===== src/rtl/spi_slave_if.sv =====
// spi_slave_if: SPI pins plus the parallel tx/rx and status signals of the SPI responder.
interface spi_slave_if #(parameter int DATA_W = 8);
    logic              SCLK;
    logic              CS;
    logic              MOSI;
    logic              MISO;
    logic              miso_oe;
    logic [DATA_W-1:0] tx_data;
    logic              tx_valid;
    logic              tx_ready;
    logic [DATA_W-1:0] rx_data;
    logic              rx_valid;
    logic              busy;
    logic              underrun;
    modport slave (
        input  SCLK, CS, MOSI, tx_data, tx_valid,
        output MISO, miso_oe, tx_ready, rx_data, rx_valid, busy, underrun
    );
    modport master (
        output SCLK, CS, MOSI, tx_data, tx_valid,
        input  MISO, miso_oe, tx_ready, rx_data, rx_valid, busy, underrun
    );
endinterface


===== src/rtl/spi_slave.sv =====
// spi_slave: oversampled SPI responder (mode 0, MSB first) with a one-entry tx holding
// register and a parallel rx port; all logic runs on clk.
module spi_slave #(
    parameter int                DATA_W      = 8,
    parameter int                SYNC_STAGES = 2,
    parameter logic [DATA_W-1:0] IDLE_FILL   = '0
) (
    input logic        clk,
    input logic        rst,
    spi_slave_if.slave bus
);
    localparam int CW = $clog2(DATA_W);
    typedef enum logic {IDLE, ACTIVE} state_t;
    state_t state, state_nx;
    logic [SYNC_STAGES-1:0] sclk_q, cs_q, mosi_q;
    logic sclk_d, cs_d, sclk_s, cs_s, mosi_s;
    logic sclk_rise, sclk_fall, cs_rise, cs_fall;
    logic [DATA_W-1:0] tx_reg, load_word, rx_next, rx_data;
    logic [DATA_W-2:0] tx_shift, rx_shift;
    logic [CW-1:0] bit_cnt;
    logic tx_full, from_reg, word_done, miso, rx_valid, underrun;

    assign sclk_s    = sclk_q[SYNC_STAGES-1];
    assign cs_s      = cs_q[SYNC_STAGES-1];
    assign mosi_s    = mosi_q[SYNC_STAGES-1];
    assign sclk_rise = sclk_s & ~sclk_d;
    assign sclk_fall = ~sclk_s & sclk_d;
    assign cs_rise   = cs_s & ~cs_d;
    assign cs_fall   = ~cs_s & cs_d;
    assign load_word = tx_full ? tx_reg : IDLE_FILL;
    assign rx_next   = {rx_shift, mosi_s};

    always_ff @(posedge clk or negedge rst) begin
        if (!rst) begin
            sclk_q <= '0;
            cs_q   <= '1;
            mosi_q <= '0;
            sclk_d <= 1'b0;
            cs_d   <= 1'b1;
        end else begin
            sclk_q <= {sclk_q[SYNC_STAGES-2:0], bus.SCLK};
            cs_q   <= {cs_q[SYNC_STAGES-2:0], bus.CS};
            mosi_q <= {mosi_q[SYNC_STAGES-2:0], bus.MOSI};
            sclk_d <= sclk_s;
            cs_d   <= cs_s;
        end
    end

    always_ff @(posedge clk or negedge rst) begin
        if (!rst) state <= IDLE;
        else      state <= state_nx;
    end

    always_comb begin
        state_nx = state;
        state_nx = (state == IDLE && cs_fall) ? ACTIVE :
                   (state == ACTIVE && cs_rise) ? IDLE : state;
    end

    // miso holds the current output bit; tx_shift holds the bits still to go
    always_ff @(posedge clk or negedge rst) begin
        if (!rst) begin
            tx_reg    <= '0;
            tx_full   <= 1'b0;
            tx_shift  <= '0;
            rx_shift  <= '0;
            rx_data   <= '0;
            bit_cnt   <= '0;
            from_reg  <= 1'b0;
            word_done <= 1'b0;
            miso      <= 1'b0;
            rx_valid  <= 1'b0;
            underrun  <= 1'b0;
        end else begin
            rx_valid <= 1'b0;
            underrun <= 1'b0;
            if (bus.tx_valid && !tx_full) begin
                tx_reg  <= bus.tx_data;
                tx_full <= 1'b1;
            end
            if (state == IDLE && cs_fall) begin
                bit_cnt   <= '0;
                rx_shift  <= '0;
                word_done <= 1'b0;
                tx_shift  <= load_word[DATA_W-2:0];
                miso      <= load_word[DATA_W-1];
                from_reg  <= tx_full;
            end else if (state == ACTIVE && cs_rise) begin
                bit_cnt   <= '0;
                word_done <= 1'b0;
                miso      <= 1'b0;
            end else if (state == ACTIVE && sclk_rise) begin
                rx_shift <= rx_next[DATA_W-2:0];
                bit_cnt  <= (bit_cnt == CW'(DATA_W-1)) ? '0 : bit_cnt + CW'(1);
                if (bit_cnt == '0) begin
                    if (from_reg) tx_full <= 1'b0;
                    else          underrun <= 1'b1;
                end
                if (bit_cnt == CW'(DATA_W-1)) begin
                    rx_data   <= rx_next;
                    rx_valid  <= 1'b1;
                    word_done <= 1'b1;
                end
            end else if (state == ACTIVE && sclk_fall) begin
                // word boundary peeks the holding register; commit waits for the next bit 0
                tx_shift  <= word_done ? load_word[DATA_W-2:0] : tx_shift << 1;
                miso      <= word_done ? load_word[DATA_W-1] : tx_shift[DATA_W-2];
                from_reg  <= word_done ? tx_full : from_reg;
                word_done <= 1'b0;
            end
        end
    end

    assign bus.MISO     = miso;
    assign bus.miso_oe  = (state == ACTIVE);
    assign bus.busy     = (state == ACTIVE);
    assign bus.tx_ready = ~tx_full;
    assign bus.rx_data  = rx_data;
    assign bus.rx_valid = rx_valid;
    assign bus.underrun = underrun;
endmodule


===== src/flat_wrapper.sv =====
// flat-port wrapper written by rule: the top's interface ports become plain ports
module spi_slave_flat 
#(
    parameter int                DATA_W      = 8,
    parameter int                SYNC_STAGES = 2,
    parameter logic [DATA_W-1:0] IDLE_FILL   = '0
)
  (clk, rst, bus_SCLK, bus_CS, bus_MOSI, bus_tx_data, bus_tx_valid, bus_MISO, bus_miso_oe, bus_tx_ready, bus_rx_data, bus_rx_valid, bus_busy, bus_underrun);
  spi_slave_if #(.DATA_W(DATA_W)) bus_i ();
  input logic clk;
  input logic rst;
  input wire logic [$bits(bus_i.SCLK)-1:0] bus_SCLK;
  input wire logic [$bits(bus_i.CS)-1:0] bus_CS;
  input wire logic [$bits(bus_i.MOSI)-1:0] bus_MOSI;
  input wire logic [$bits(bus_i.tx_data)-1:0] bus_tx_data;
  input wire logic [$bits(bus_i.tx_valid)-1:0] bus_tx_valid;
  output wire logic [$bits(bus_i.MISO)-1:0] bus_MISO;
  output wire logic [$bits(bus_i.miso_oe)-1:0] bus_miso_oe;
  output wire logic [$bits(bus_i.tx_ready)-1:0] bus_tx_ready;
  output wire logic [$bits(bus_i.rx_data)-1:0] bus_rx_data;
  output wire logic [$bits(bus_i.rx_valid)-1:0] bus_rx_valid;
  output wire logic [$bits(bus_i.busy)-1:0] bus_busy;
  output wire logic [$bits(bus_i.underrun)-1:0] bus_underrun;
  assign bus_i.SCLK = bus_SCLK;
  assign bus_i.CS = bus_CS;
  assign bus_i.MOSI = bus_MOSI;
  assign bus_i.tx_data = bus_tx_data;
  assign bus_i.tx_valid = bus_tx_valid;
  assign bus_MISO = bus_i.MISO;
  assign bus_miso_oe = bus_i.miso_oe;
  assign bus_tx_ready = bus_i.tx_ready;
  assign bus_rx_data = bus_i.rx_data;
  assign bus_rx_valid = bus_i.rx_valid;
  assign bus_busy = bus_i.busy;
  assign bus_underrun = bus_i.underrun;
  spi_slave #(.DATA_W(DATA_W), .SYNC_STAGES(SYNC_STAGES), .IDLE_FILL(IDLE_FILL)) u_core (.clk(clk), .rst(rst), .bus(bus_i));
endmodule

===== config.mk =====
export PLATFORM = sky130hd
export DESIGN_NAME = spi_slave_flat
export DESIGN_NICKNAME = d
export VERILOG_FILES = /design/src/rtl/spi_slave_if.sv /design/src/rtl/spi_slave.sv /design/src/flat_wrapper.sv
export SDC_FILE = /design/constraint.sdc
export NUM_CORES = 1
export LEC_CHECK = 0
export BUFFER_PORTS_ARGS = -buffer_cell sky130_fd_sc_hd__buf_2
export CAP_MARGIN = 25
export CORE_AREA = 2 2 94 96
export CTS_CLUSTER_SIZE = 40
export DETAILED_ROUTE_END_ITERATION = 12
export DIE_AREA = 0 0 96 98
export PLACE_DENSITY = 0.39
export SLEW_MARGIN = 0
export SYNTH_ARGS = -nofsm -noshare
export SYNTH_HDL_FRONTEND = slang
export SYNTH_SLANG_ARGS = --single-unit

===== constraint.sdc =====
create_clock -name clk -period 2.1 [get_ports clk]
set_input_delay 0.63 -clock clk [delete_from_list [all_inputs] [get_ports clk]]
set_output_delay 0.63 -clock clk [all_outputs]
set_load 0.01 [all_outputs]

==> insert_results.sql <==
INSERT INTO impl_metrics (metric_group, metric, value, unit) VALUES
('sta', 'grt_setup_unrepaired', 'false', ''),
('synthesis', 'synth.yosys.warnings', '0', ''),
('clock_network', 'cts_tree', 'built', ''),
('global_route', 'grt_max_degree', '49', ''),
('clock_network', 'post_cts_setup_buffer_count', '0', ''),
('synthesis', 'synth_area_leader_cell', 'dfrtp_1', ''),
('critical_path', 'critical_path.reg2reg.startpoint', 'u_core.bus.busy', ''),
('critical_path', 'cpMaxStageDelayCell', 'dfrtp_1', ''),
('clock_network', 'cts_max_level', '2', ''),
('cells_and_area', 'fillers', '864', ''),
('critical_path', 'timing.setup.critical_path_class', 'reg2reg', ''),
('sta', 'timing.max_slew.rel_slack', '0.699', ''),
('cells_and_area', 'sequential_cell_area', '1200', 'um^2'),
('global_route', 'grt_pass1_vias', '1303', ''),
('sta', 'period_share', '0.837', ''),
('cells_and_area', 'multiInputGateArea', '696', 'um^2'),
('synthesis', 'netlist_instances', '155', ''),
('clock_network', 'number_of_gates_resized_after_cts', '0', ''),
('floorplanning', 'number_of_placement_rows', '34', ''),
('floorplanning', 'design.die.area', '9410', 'um^2'),
('route', 'postRouteWirelength', '3.74', 'mm'),
('clock_network', 'hold_buffers', '0', ''),
('placement', 'place.port_buffers', '27', ''),
('sta', 'period_minus_slack', '1.76', 'ns'),
('cells_and_area', 'drive_above_1_share', '0.340', ''),
('clock_network', 'clock_insertion_delay_worst_skew', '0.29', 'ns'),
('global_route', 'grt_pass1_wl', '6.49', 'mm'),
('critical_path', 'reg2reg_setup_slack', '0.34', 'ns'),
('pwr', 'pwr_density_cell', '879', 'nW/um^2'),
('synthesis', 'synth_net_count', '172', ''),
('synthesis', 'yosys.cell_count.top_type', 'dfrtp_1', ''),
('sta', 'max_freq', '0.569', 'GHz'),
('clock_network', 'ctsLongestPathBuffers', '2', ''),
('placement', 'detailed_place.area', '2260', 'um^2'),
('route', 'detail_route.vias_per_cell', '4.18', ''),
('sta', 'setup-violations-final', '0', ''),
('sta', 'totalNegativeSetupSlack', '0', 'ns'),
('critical_path', 'required', '2.28', 'ns'),
('route', 'route.detailed.wl_per_inst', '12.6', 'um'),
('sta', 'finClkSkew', '0.00571', 'ns'),
('clock_network', 'ctsRootBufferMaster', 'clkbuf_8', ''),
('floorplanning', 'floorplan.core_area', '8470', 'um^2'),
('floorplanning', 'top_level_ports', '28', ''),
('synthesis', 'netlist_top_cells_area', 'dfrtp_1 57%, mux2_2 9.1%, a22o_1 4.4%', ''),
('synthesis', 'flip_flop_and_latch_count_after_synthesis', '48', ''),
('floorplanning', 'initial_core_utilization', '0.234', ''),
('cells_and_area', 'ant_diodes', '0', ''),
('route', 'detail_route.drc_violations', '0', ''),
('route', 'detail_route.iter0.violations', '33', ''),
('synthesis', 'synth.lib_cells_used.distinct', '34', ''),
('clock_network', 'worst_setup_hold_path_clk_slew', '0.09', 'ns'),
('placement', 'gp_congestion', '0.713', ''),
('critical_path', 'critPathMaxStageDelay', '0.52', 'ns'),
('critical_path', 'cp-start-kind', 'flop', ''),
('worst_hold_path', 'holdCritPathClass', 'in2async', ''),
('critical_path', 'reg_to_reg_endpoint', 'u_core.from_reg', ''),
('critical_path', 'r2r_cells', '4', ''),
('synthesis', 'synth_enable_flop_cells', '0', ''),
('synthesis', 'synth_top_area_frac', '0.569', ''),
('sta', 'worst_pin_slew', '0.451', 'ns'),
('synthesis', 'dominant_register_cell_in_the_synthesized_netlist', 'dfrtp_1', ''),
('placement', 'dpl.hpwl', '2.49', 'mm'),
('pwr', 'total_leakage_power', '1.10', 'nW'),
('synthesis', 'synthesis.area_per_instance', '12.8', 'um^2'),
('critical_path', 'cp_max_fo', '15', ''),
('global_route', 'grt_use_total', '0.0873', ''),
('run_status', 'run_status', 'finished clean', ''),
('critical_path', 'cp_data_arrival_time', '1.94', 'ns'),
('pwr', 'ir_worst_vdd', '0.000253', 'V'),
('cells_and_area', 'nets', '204', ''),
('global_route', 'globalRouteOverflowTotal', '0', '');
-- layout make-up --
cell class                      instances  share of cell area
Clock buffer                            6              0.0351
Clock inverter                          2             0.00637
Inverter                                8              0.0127
Multi-Input combinational cell         91               0.295
Sequential cell                        48               0.511
Tap cell                              108              0.0574
Timing Repair Buffer                   33              0.0818
-- layout by cell type, fill, tap and decap left out, types with 3 or more instances in the layout --
| master | instances |
|---|---|
| dfstp_2 | 3 |
| a22o_1 | 10 |
| buf_4 | 5 |
| dfrtp_1 | 45 |
| ha_1 | 3 |
| o211ai_1 | 6 |
| mux2_2 | 16 |
| inv_1 | 8 |
| a21oi_1 | 4 |
| nor2_1 | 13 |
| nor2b_1 | 3 |
| a31oi_1 | 7 |
| buf_2 | 27 |
| clkbuf_8 | 6 |
| nand2_1 | 8 |
-- worst max-delay path by stage --
stage,to,slack (ns),startpoint,depth (start not counted)
after CTS,bus_tx_ready,0.33,u_core.tx_full,2
after floorplan,u_core.from_reg,0.48,u_core.bus.busy,5
after global placement,u_core.from_reg,0.38,u_core.bus.busy,4
final,u_core.from_reg,0.34,u_core.bus.busy,4
after detailed placement,u_core.from_reg,0.36,u_core.bus.busy,4
after global routing,u_core.from_reg,0.23,u_core.bus.busy,4
-- critical path, delay by kind of cell, from the launching register on --
kind	cells	cell delay, ns
multiplexers	1	0.32
AO/OA/AOI/OAI	2	0.50
flip-flops	1	0.52
AND/OR/NAND/NOR	1	0.29
-- where the power goes --
part / internal [mW] / leakage [nW] / switching [mW]
clock: 0.267 / 0.0434 / 0.310
combinational: 0.164 / 0.462 / 0.136
sequential: 1.08 / 0.600 / 0.110
total: 1.51 / 1.10 / 0.555
-- metal layers --
metal  routed length [um]  global-route usage
met1                 1880               0.122
met2                 1620               0.126
met3                  224              0.0316
met4                   15              0.0264
met5                    0                   0
-- metrics by stage --
stage	util	power [mW]	setup WS, ns	instances
6_report	0.278	2.07	0.342	296
5_1_grt	0.278	2.21	0.233	296
4_1_cts	0.278	2.11	0.332	296
3_5_place_dp	0.267	1.52	0.362	288
3_3_place_gp	0.267	1.52	0.379	288
2_1_floorplan	-	1.41	0.483	155
-- cell families after synthesis --
logic type / count (synthesis) / synth area share
mux: 17 / 0.0967
fa+ha+maj: 4 / 0.0240
buf+inv: 16 / 0.0404
simple gates: 35 / 0.0979
flops: 48 / 0.608
compound gates: 35 / 0.133
(Power assumes the default switching activity.)
